`src/rtl/hb_dispatch_pkg.sv`:
```
// Shared constants and the round-robin bank picker for the bank dispatcher.
package hb_dispatch_pkg;

    localparam int unsigned MODE_RR   = 32'd0;
    localparam int unsigned MODE_ADDR = 32'd1;
    localparam int unsigned MAX_BANKS = 32'd32;
    localparam int unsigned MAX_BW    = 32'd5;

    // Index of the first non-full bank at or after ptr, wrapping modulo num_banks.
    // Falls back to ptr when every bank is full; the caller gates on in_ready.
    function automatic int unsigned rr_pick(
        input logic [MAX_BANKS-1:0] full_vec,
        input int unsigned          ptr,
        input int unsigned          num_banks
    );
        int unsigned      pick;
        logic             found;
        logic [MAX_BW-1:0] idx;
        pick  = ptr;
        found = 1'b0;
        for (int unsigned i = 0; i < MAX_BANKS; i++) begin
            idx = MAX_BW'((ptr + i) & (num_banks - 32'd1));
            if (!found && (i < num_banks) && !full_vec[idx]) begin
                pick  = {27'd0, idx};
                found = 1'b1;
            end
        end
        return pick;
    endfunction

endpackage

```
`src/rtl/hb_bank_fifo.sv`:
```
// Single-bank FIFO with occupancy counter; head is shown combinationally.
module hb_bank_fifo
    import hb_dispatch_pkg::*;
#(
    parameter int DATA_W     = 32,
    parameter int FIFO_DEPTH = 4
) (
    input  logic              clk,
    input  logic              reset_n,
    input  logic              push,
    input  logic [DATA_W-1:0] push_data,
    input  logic              pop,
    output logic              valid,
    output logic [DATA_W-1:0] head,
    output logic              full
);

    localparam int AW = $clog2(FIFO_DEPTH);
    localparam logic [AW:0] FULL_CNT = (AW+1)'(FIFO_DEPTH);

    logic [DATA_W-1:0] mem_q [FIFO_DEPTH];
    logic [AW-1:0]     wr_ptr_q, wr_ptr_d;
    logic [AW-1:0]     rd_ptr_q, rd_ptr_d;
    logic [AW:0]       count_q, count_d;
    logic              do_push_s;
    logic              do_pop_s;

    // Qualify handshakes and compute next pointers/occupancy.
    always_comb begin
        do_push_s = push & (count_q != FULL_CNT);
        do_pop_s  = pop & (count_q != '0);
        wr_ptr_d  = do_push_s ? (wr_ptr_q + AW'(1)) : wr_ptr_q;
        rd_ptr_d  = do_pop_s  ? (rd_ptr_q + AW'(1)) : rd_ptr_q;
        case ({do_push_s, do_pop_s})
            2'b10:   count_d = count_q + (AW+1)'(1);
            2'b01:   count_d = count_q - (AW+1)'(1);
            default: count_d = count_q;
        endcase
    end

    // Pointer and occupancy state.
    always_ff @(posedge clk) begin
        if (!reset_n) begin
            wr_ptr_q <= '0;
            rd_ptr_q <= '0;
            count_q  <= '0;
        end else begin
            wr_ptr_q <= wr_ptr_d;
            rd_ptr_q <= rd_ptr_d;
            count_q  <= count_d;
        end
    end

    // Storage array; contents of free slots are don't-care, so no reset.
    always_ff @(posedge clk) begin
        if (do_push_s) begin
            mem_q[wr_ptr_q] <= push_data;
        end
    end

    assign valid = (count_q != '0);
    assign full  = (count_q == FULL_CNT);
    assign head  = mem_q[rd_ptr_q];

endmodule

```
`src/rtl/hb_bank_dispatcher.sv`:
```
// Steers a ready/valid word stream into NUM_BANKS per-bank FIFOs, either
// round-robin over non-full banks or decoded from an address field of the data.
module hb_bank_dispatcher
    import hb_dispatch_pkg::*;
#(
    parameter int NUM_BANKS  = 4,
    parameter int DATA_W     = 32,
    parameter int FIFO_DEPTH = 4,
    parameter int MODE       = 0,
    parameter int BANK_LSB   = 2,
    localparam int BW        = $clog2(NUM_BANKS)
) (
    input  logic                          clk,
    input  logic                          reset_n,
    input  logic                          in_valid,
    output logic                          in_ready,
    input  logic [DATA_W-1:0]             in_data,
    output logic [NUM_BANKS-1:0]          bank_valid,
    input  logic [NUM_BANKS-1:0]          bank_ready,
    output logic [NUM_BANKS*DATA_W-1:0]   bank_data,
    output logic [NUM_BANKS-1:0]          bank_full,
    output logic [NUM_BANKS-1:0]          grant_out,
    output logic [BW-1:0]                 served_bank,
    output logic [31:0]                   accept_cnt
);

    logic [NUM_BANKS-1:0] bank_full_s;
    logic [NUM_BANKS-1:0] bank_valid_s;
    logic [NUM_BANKS-1:0] push_vec_s;
    logic [MAX_BANKS-1:0] full_pad_s;
    logic [BW-1:0]        sel_s;
    logic                 in_ready_s;
    logic                 accept_s;

    logic [BW-1:0]        rr_ptr_q, rr_ptr_d;
    logic [NUM_BANKS-1:0] grant_q, grant_d;
    logic [BW-1:0]        served_q, served_d;
    logic [31:0]          cnt_q, cnt_d;

    // Bank selection and input acceptance; uses only registered fullness.
    always_comb begin
        full_pad_s                  = '0;
        full_pad_s[NUM_BANKS-1:0]   = bank_full_s;
        if (MODE == MODE_ADDR) begin
            sel_s      = in_data[BANK_LSB +: BW];
            in_ready_s = ~bank_full_s[sel_s];
        end else begin
            sel_s      = BW'(rr_pick(full_pad_s, 32'(rr_ptr_q), NUM_BANKS));
            in_ready_s = ~(&bank_full_s);
        end
        accept_s   = in_valid & in_ready_s;
        push_vec_s = '0;
        if (accept_s) begin
            push_vec_s[sel_s] = 1'b1;
        end else begin
            push_vec_s = '0;
        end
    end

    // Next-state for pointer, grant pulse, served index and accept counter.
    always_comb begin
        rr_ptr_d = rr_ptr_q;
        served_d = served_q;
        cnt_d    = cnt_q;
        grant_d  = push_vec_s;
        if (accept_s) begin
            rr_ptr_d = sel_s + BW'(1);
            served_d = sel_s;
            cnt_d    = cnt_q + 32'd1;
        end else begin
            rr_ptr_d = rr_ptr_q;
        end
    end

    // Dispatcher state registers.
    always_ff @(posedge clk) begin
        if (!reset_n) begin
            rr_ptr_q <= '0;
            grant_q  <= '0;
            served_q <= '0;
            cnt_q    <= 32'd0;
        end else begin
            rr_ptr_q <= rr_ptr_d;
            grant_q  <= grant_d;
            served_q <= served_d;
            cnt_q    <= cnt_d;
        end
    end

    for (genvar g = 0; g < NUM_BANKS; g++) begin : g_bank
        hb_bank_fifo #(
            .DATA_W     (DATA_W),
            .FIFO_DEPTH (FIFO_DEPTH)
        ) u_fifo (
            .clk       (clk),
            .reset_n   (reset_n),
            .push      (push_vec_s[g]),
            .push_data (in_data),
            .pop       (bank_ready[g]),
            .valid     (bank_valid_s[g]),
            .head      (bank_data[g*DATA_W +: DATA_W]),
            .full      (bank_full_s[g])
        );
    end

    assign in_ready    = in_ready_s;
    assign bank_valid  = bank_valid_s;
    assign bank_full   = bank_full_s;
    assign grant_out   = grant_q;
    assign served_bank = served_q;
    assign accept_cnt  = cnt_q;

endmodule

```
`config.mk`:
```
export PLATFORM = sky130hd
export DESIGN_NAME = hb_bank_dispatcher
export DESIGN_NICKNAME = d
export VERILOG_FILES = /design/src/rtl/hb_dispatch_pkg.sv /design/src/rtl/hb_bank_fifo.sv /design/src/rtl/hb_bank_dispatcher.sv
export SDC_FILE = /design/constraint.sdc
export NUM_CORES = 1
export LEC_CHECK = 0
export ABC_CLOCK_PERIOD_IN_PS = 7800
export CAP_MARGIN = 20
export CORE_ASPECT_RATIO = 1.25
export CORE_MARGIN = 3
export CORE_UTILIZATION = 55
export DETAILED_ROUTE_END_ITERATION = 6
export PLACE_DENSITY = 0.74
export SYNTH_ARGS = -nofsm -noshare
export SYNTH_HDL_FRONTEND = slang
export SYNTH_SLANG_ARGS = --single-unit
```
`constraint.sdc`:
```
create_clock -name clk -period 7.8 [get_ports clk]
set_input_delay 1.56 -clock clk [delete_from_list [all_inputs] [get_ports clk]]
set_output_delay 1.56 -clock clk [all_outputs]
set_load 0.05 [all_outputs]
```
==> After elaboration in Yosys (flattened, before gate mapping) <==
Memories as Yosys holds them, arrays and structs flattened. A register that Yosys moved wholly into a read port is not among the register bits.
Cells that the tools add are included.
{ "word_totals": {"regBits": 68, "inputBits": 39, "word_cells": 128, "ramBits": 512, "memories": 4, "output_inout_bits": 175} }
{ "memory_table": {"columns": ["name", "words", "width", "rd", "rd_ports_with_merged_regs", "wr", "line_no", "text"], "rows": [
  ["g_bank[0].u_fifo.mem_q", 4, 32, 1, 1, 1, "hb_bank_fifo.sv:21", "logic [DATA_W-1:0] mem_q [FIFO_DEPTH];"],
  ["g_bank[1].u_fifo.mem_q", 4, 32, 1, 1, 1, "hb_bank_fifo.sv:21", null],
  ["g_bank[2].u_fifo.mem_q", 4, 32, 1, 1, 1, "hb_bank_fifo.sv:21", null],
  ["g_bank[3].u_fifo.mem_q", 4, 32, 1, 1, 1, "hb_bank_fifo.sv:21", null]
]} }
{ "op_classes": {"magnitude_cmp": 6, "reduce_logical": 18, "bitwise_logic": 10, "mux": 37, "add_sub_neg": 21, "n_eq_ne": 16} }
{ "op_table": {"columns": ["op", "n"], "rows": [
  ["adder 32 x 1 -> 32 bit, second input constant", 1],
  ["less-than comparator 2 x 6 -> 1 bit, second input constant", 4],
  ["case mux 3 bit (2 select lines)", 4],
  ["2-to-1 mux 2 bit", 11],
  ["adder 2 x 1 -> 2 bit, second input constant", 10],
  ["2-to-1 mux 1 bit", 16],
  ["adder 3 x 1 -> 3 bit, second input constant", 4],
  ["equality test 3 bit, second input constant", 4],
  ["!= test 3 bit, second input constant", 4],
  ["nonzero test 3 bit", 4],
  ["subtractor 3 x 1 -> 3 bit, second input constant", 4],
  ["bitwise AND 1 bit", 9],
  ["binary-select mux 1 bit (select 2 bit)", 4],
  ["equality test 2 x 1 -> 1 bit, second input constant", 4],
  ["equality test 2 bit, second input constant", 4],
  ["nonzero test 2 bit", 4],
  ["zero test 1 bit", 5],
  ["adder 2 bit, second input constant", 2],
  ["logical AND 1 bit", 4],
  ["2-to-1 mux 4 bit", 1],
  ["AND reduction 4 bit", 1],
  ["less-than comparator 2 x 3 -> 1 bit, second input constant", 1],
  ["demux 1 bit (select 2 bit)", 1],
  ["greater-or-equal comparator 2 x 1 -> 1 bit, second input constant", 1],
  ["NOT 1 bit", 1]
]} }

==> Longest topological paths before layout <==
{ "logic_depth": {"word_depth": 20, "depth_mapped": 17, "mapped_depth_nobuf": 15} }

==> Modules after synthesis <==
From an unflattened synthesis, not the netlist that was laid out.
{ "unflattened": {"hier_cells": 1088, "area_unflattened_um2": 22476.6} }
{ "modules_own_cells": {"columns": ["module", "cells_each", "seq_area_each_um2", "instances", "area_per_inst_um2"], "rows": [
  ["hb_bank_fifo", 219, 4023.9, 4, 5156.2],
  ["hb_bank_dispatcher", 212, 800.8, 1, 1851.8]
]} }

==> Least setup slack after synthesis <==
OpenSTA, ideal clock, no wires.
{ "synth_path": {"kind": "register to output", "from": "reg with a tool-made name", "to": "out bank_data[100]", "arrival_ps": 1780, "path_buffers": 2, "setup_slack_ps": 4460, "required_ps": 6240, "stages_incl_launch_ff": 4, "cell_sequence": "dfxtp_1 -> clkbuf_1 -> buf_1 -> mux4_2"} }
{ "synth_rtl": {"columns": ["item", "line_no", "text"], "rows": [
  ["to (decl)", "hb_bank_dispatcher.sv:20", "output logic [NUM_BANKS*DATA_W-1:0] bank_data,"]
]} }

==> reports/summary.txt <==
Clock Skews: 0.0119 ns
Status: complete, no violations
CP bufs+invs: 2
Simple-gate portion of the synthesized area: 4.04%
Largest family of logic cells by synthesized area: multiplexers
Worst hold slack: 0.487 ns
Synth unique cells: 42
Nets: 1393
Crit start category: flip-flop
Chip Height: 231 um
Req. time, crit path: 6.24 ns
DIE AREA: 0.0428 mm^2
Initial Util: 56.1%
Core area: 0.0395 mm^2
Share of layout cells above drive strength 1: 17.7%
Number of H-tree levels: 2
Post-cts gate resize count: 0
Critical path fanouts, max: 27
ANT nets after route: 0
Share of synthesized registers carrying an async set or reset: 0%
CP max stage cell: clkdlybuf4s50_1
Row cnt: 81
Highest clock rate: 0.219 GHz
XOR/XNOR share of the synthesized area: 1.66%
Clock Sinks: 588
Hold Crit Class: flip-flop to flip-flop
Family with the most delay on the worst path: buffers and inverters
Initial detailed-routing violation count: 876
Post-Synth Adder-Cell Area: 1.77%
CTS tree: done
Die Wd: 186 um
Final min period: 4.57 ns
Setup TNS: 0 ns
Synth Register Bits: 588
Reg-to-reg endpoint: g_bank[2].u_fifo.count_q[2]$_SDFFE_PN0P_
Ys flop type: edfxtp_1
I/O Pins: 214
Final setup margin: 3.23 ns
Layout area overhead: 19.5%
# setup viols final: 0
Tcrit/Tclk final: 58.6%
Post-synth EDFFs: 512
Largest net degree at the start of global routing: 48
Seq/Total Area, Yosys: 76.2%
Synth Area in Compound Gates: 1.31%
Routed WL per cell: 24.7 um
Crit path DAT: 3.01 ns
Hold Path Sink: accept_cnt[31]$_SDFFE_PN0N_
DR pass1 iterations: 5
Worst-path cell chain: buf_4 > mux4_2 > clkdlybuf4s50_1
N_diodes: 0
Final Slew Violations: 0
Initial antenna violation count: 0
Worst Hold Launch: accept_cnt[31]$_SDFFE_PN0N_
Pin slew with the least headroom to its limit: 1.08 ns
Detailed Route WL: 46.2 mm
Mux contribution to synthesized area: 13.2%
Clock buffer depth: 3
Synthesized cell area: 0.0222 mm^2
Hpwl dp: 26.2 mm
Clock edge transition at the registers on the reported setup and hold paths: 0.06 ns
Vias: 11000
Gr usage total: 22.1%
DRC errors left: 0
Worst reg2reg path startpoint: g_bank[2].u_fifo.count_q[0]$_SDFFE_PN0P_
Post-Synthesis Cells: 1108
Worst rel slew slack: 28.3%
Global-route wire length before repair: 70.2 mm
Max-Cap Viols: 0
RSZ-0062 raised after global routing: false
Finished Layout Cells: 1869
Fill cells: 2597
Final core utilization: 67.1%
Final hold vios: 0
# hold bufs at CTS: 0
Worst-case reg-to-reg path depth: 14
Postcts setup bufs: 0
Synth Area per Inst: 20.0 um^2
Reg2reg setup slack: 4.28 ns
Port Buffers: 213
Critical Path Max Stage Delay: 0.73 ns
GRT Residual Overflow: 0
Via density per instance: 5.88
Pre-CTS setup slack: 3.79 ns
Setup crit end kind: primary output
Vias in the first global route: 11500
VDD IR max: 0.204 mV
Syn_nets: 1176
Clock latency at the later pin of the worst-skew pair: 0.58 ns
Gp weighted congestion: 0.808
Pleak: 8.34 nW
Root buf cell: clkbuf_16
Num CTS Buffers: 54
Setup CP Type: flip-flop to primary output
Cell Count Post-Placement: 1766
Hold Path Stages: 2
Power density cells: 334 mW/mm^2
Yosys warning count: 0
## worst reg2reg max path, cell delays in order (launching register included)
cell and delay (ns):
dfxtp_1 0.34, or3b_2 0.59, a31oi_1 0.18, a21oi_1 0.05
o2bb2ai_1 0.33, inv_1 0.13, ha_1 0.23, and3_1 0.28
inv_1 0.10, ha_1 0.18, inv_1 0.06, fa_1 0.38
xor2_1 0.16, or3_1 0.30, a21oi_1 0.13
## cells in the final DEF, fill, tap and decap left out, drive strengths merged, types with 7 or more instances in the layout
master / count
dfxtp: 76
xnor2: 28
clkinv: 28
o21ai: 13
clkdlybuf4s50: 213
a21oi: 22
and3: 10
and2: 21
ha: 25
nor2: 55
mux4: 128
xor2: 14
nor4: 15
or3: 15
nand4: 8
inv: 40
nand2: 21
nand3: 11
edfxtp: 512
clkbuf: 63
buf: 7
## state kept, by name (all words and copies together) (netlist names), named ones only
name,cells
accept_cnt,32
g_bank.u_fifo.count_q,12
grant_out,4
g_bank.u_fifo.rd_ptr_q,8
served_bank,2
g_bank.u_fifo.wr_ptr_q,8
rr_ptr_q,2
g_bank.u_fifo.mem_q,512
## metrics by stage
stage	cell area, um^2	total power [mW]
after global placement	24700	6.30
final	26500	8.85
after CTS	26500	8.93
after floorplan	22200	5.54
after detailed placement	24700	6.35
after global routing	26500	9.18
## cell usage after synthesis (3+ instances only)
library cell | instances | area share [%]
nor3_1 | 5 | 0.11
mux2i_1 | 4 | 0.18
and3_1 | 10 | 0.28
nand3_1 | 11 | 0.25
o31ai_1 | 4 | 0.14
and2_1 | 21 | 0.59
or3b_1 | 3 | 0.12
buf_4 | 11 | 0.37
buf_1 | 21 | 0.36
xnor2_1 | 28 | 1.1
dfxtp_1 | 76 | 6.9
nand4_1 | 8 | 0.23
mux4_2 | 128 | 13
clkbuf_1 | 22 | 0.37
nand2_1 | 21 | 0.36
nor2_1 | 55 | 0.93
o21ai_0 | 11 | 0.25
fa_1 | 4 | 0.36
ha_1 | 25 | 1.4
xor2_1 | 14 | 0.55
inv_1 | 38 | 0.64
edfxtp_1 | 512 | 69
and4_1 | 3 | 0.12
a21oi_1 | 22 | 0.50
buf_2 | 4 | 0.090
nor4_1 | 15 | 0.42
or3_1 | 15 | 0.42
## layer usage
metal | vias up | global-route usage [%] | part of all wire [%]
met4 | 0 | 5.96 | 2.4
li1 | 4818 | - | -
met1 | 5794 | 29.5 | 40
met3 | 68 | 3.31 | 4.9
met5 | - | 0 | 0
met2 | 312 | 38.4 | 52
## worst max-delay path by stage
stage | endpoint | slack (ns) | cells after the start
3_3_place_gp | bank_data[30] | 3.84 | 3
2_1_floorplan | bank_data[100] | 4.46 | 3
4_1_cts | bank_data[27] | 3.14 | 3
3_5_place_dp | bank_data[29] | 3.79 | 3
5_1_grt | bank_data[0] | 3.05 | 3
6_report | bank_data[30] | 3.23 | 3
## where the power goes
group	total [mW]	internal, mW	switching [mW]
Clock	2.60	1.46	1.13
Sequential	3.80	3.69	0.104
Combinational	2.46	0.881	1.58
Total	8.85	6.04	2.82
## cell type report
cell class              instances  area (um^2)  area share (%)
clock buffers                  63         1410            5.31
repair buffers                220         2200            8.29
multi-input cells             423         4890            18.5
inverters                      38          143           0.538
well taps                     498          623            2.35
clock inverters                39          337            1.27
flip-flops and latches        588        16900            63.8
## kinds of logic (layout without fill, tap and decap cells)
logic type,Yosys count,after routing
compound gates,47,47
simple gates,173,173
fa+ha+maj,29,29
flops,588,588
mux,132,132
xor+xnor,42,42
buf+inv,97,360
No activity file was read; power rests on OpenSTA's default activity.
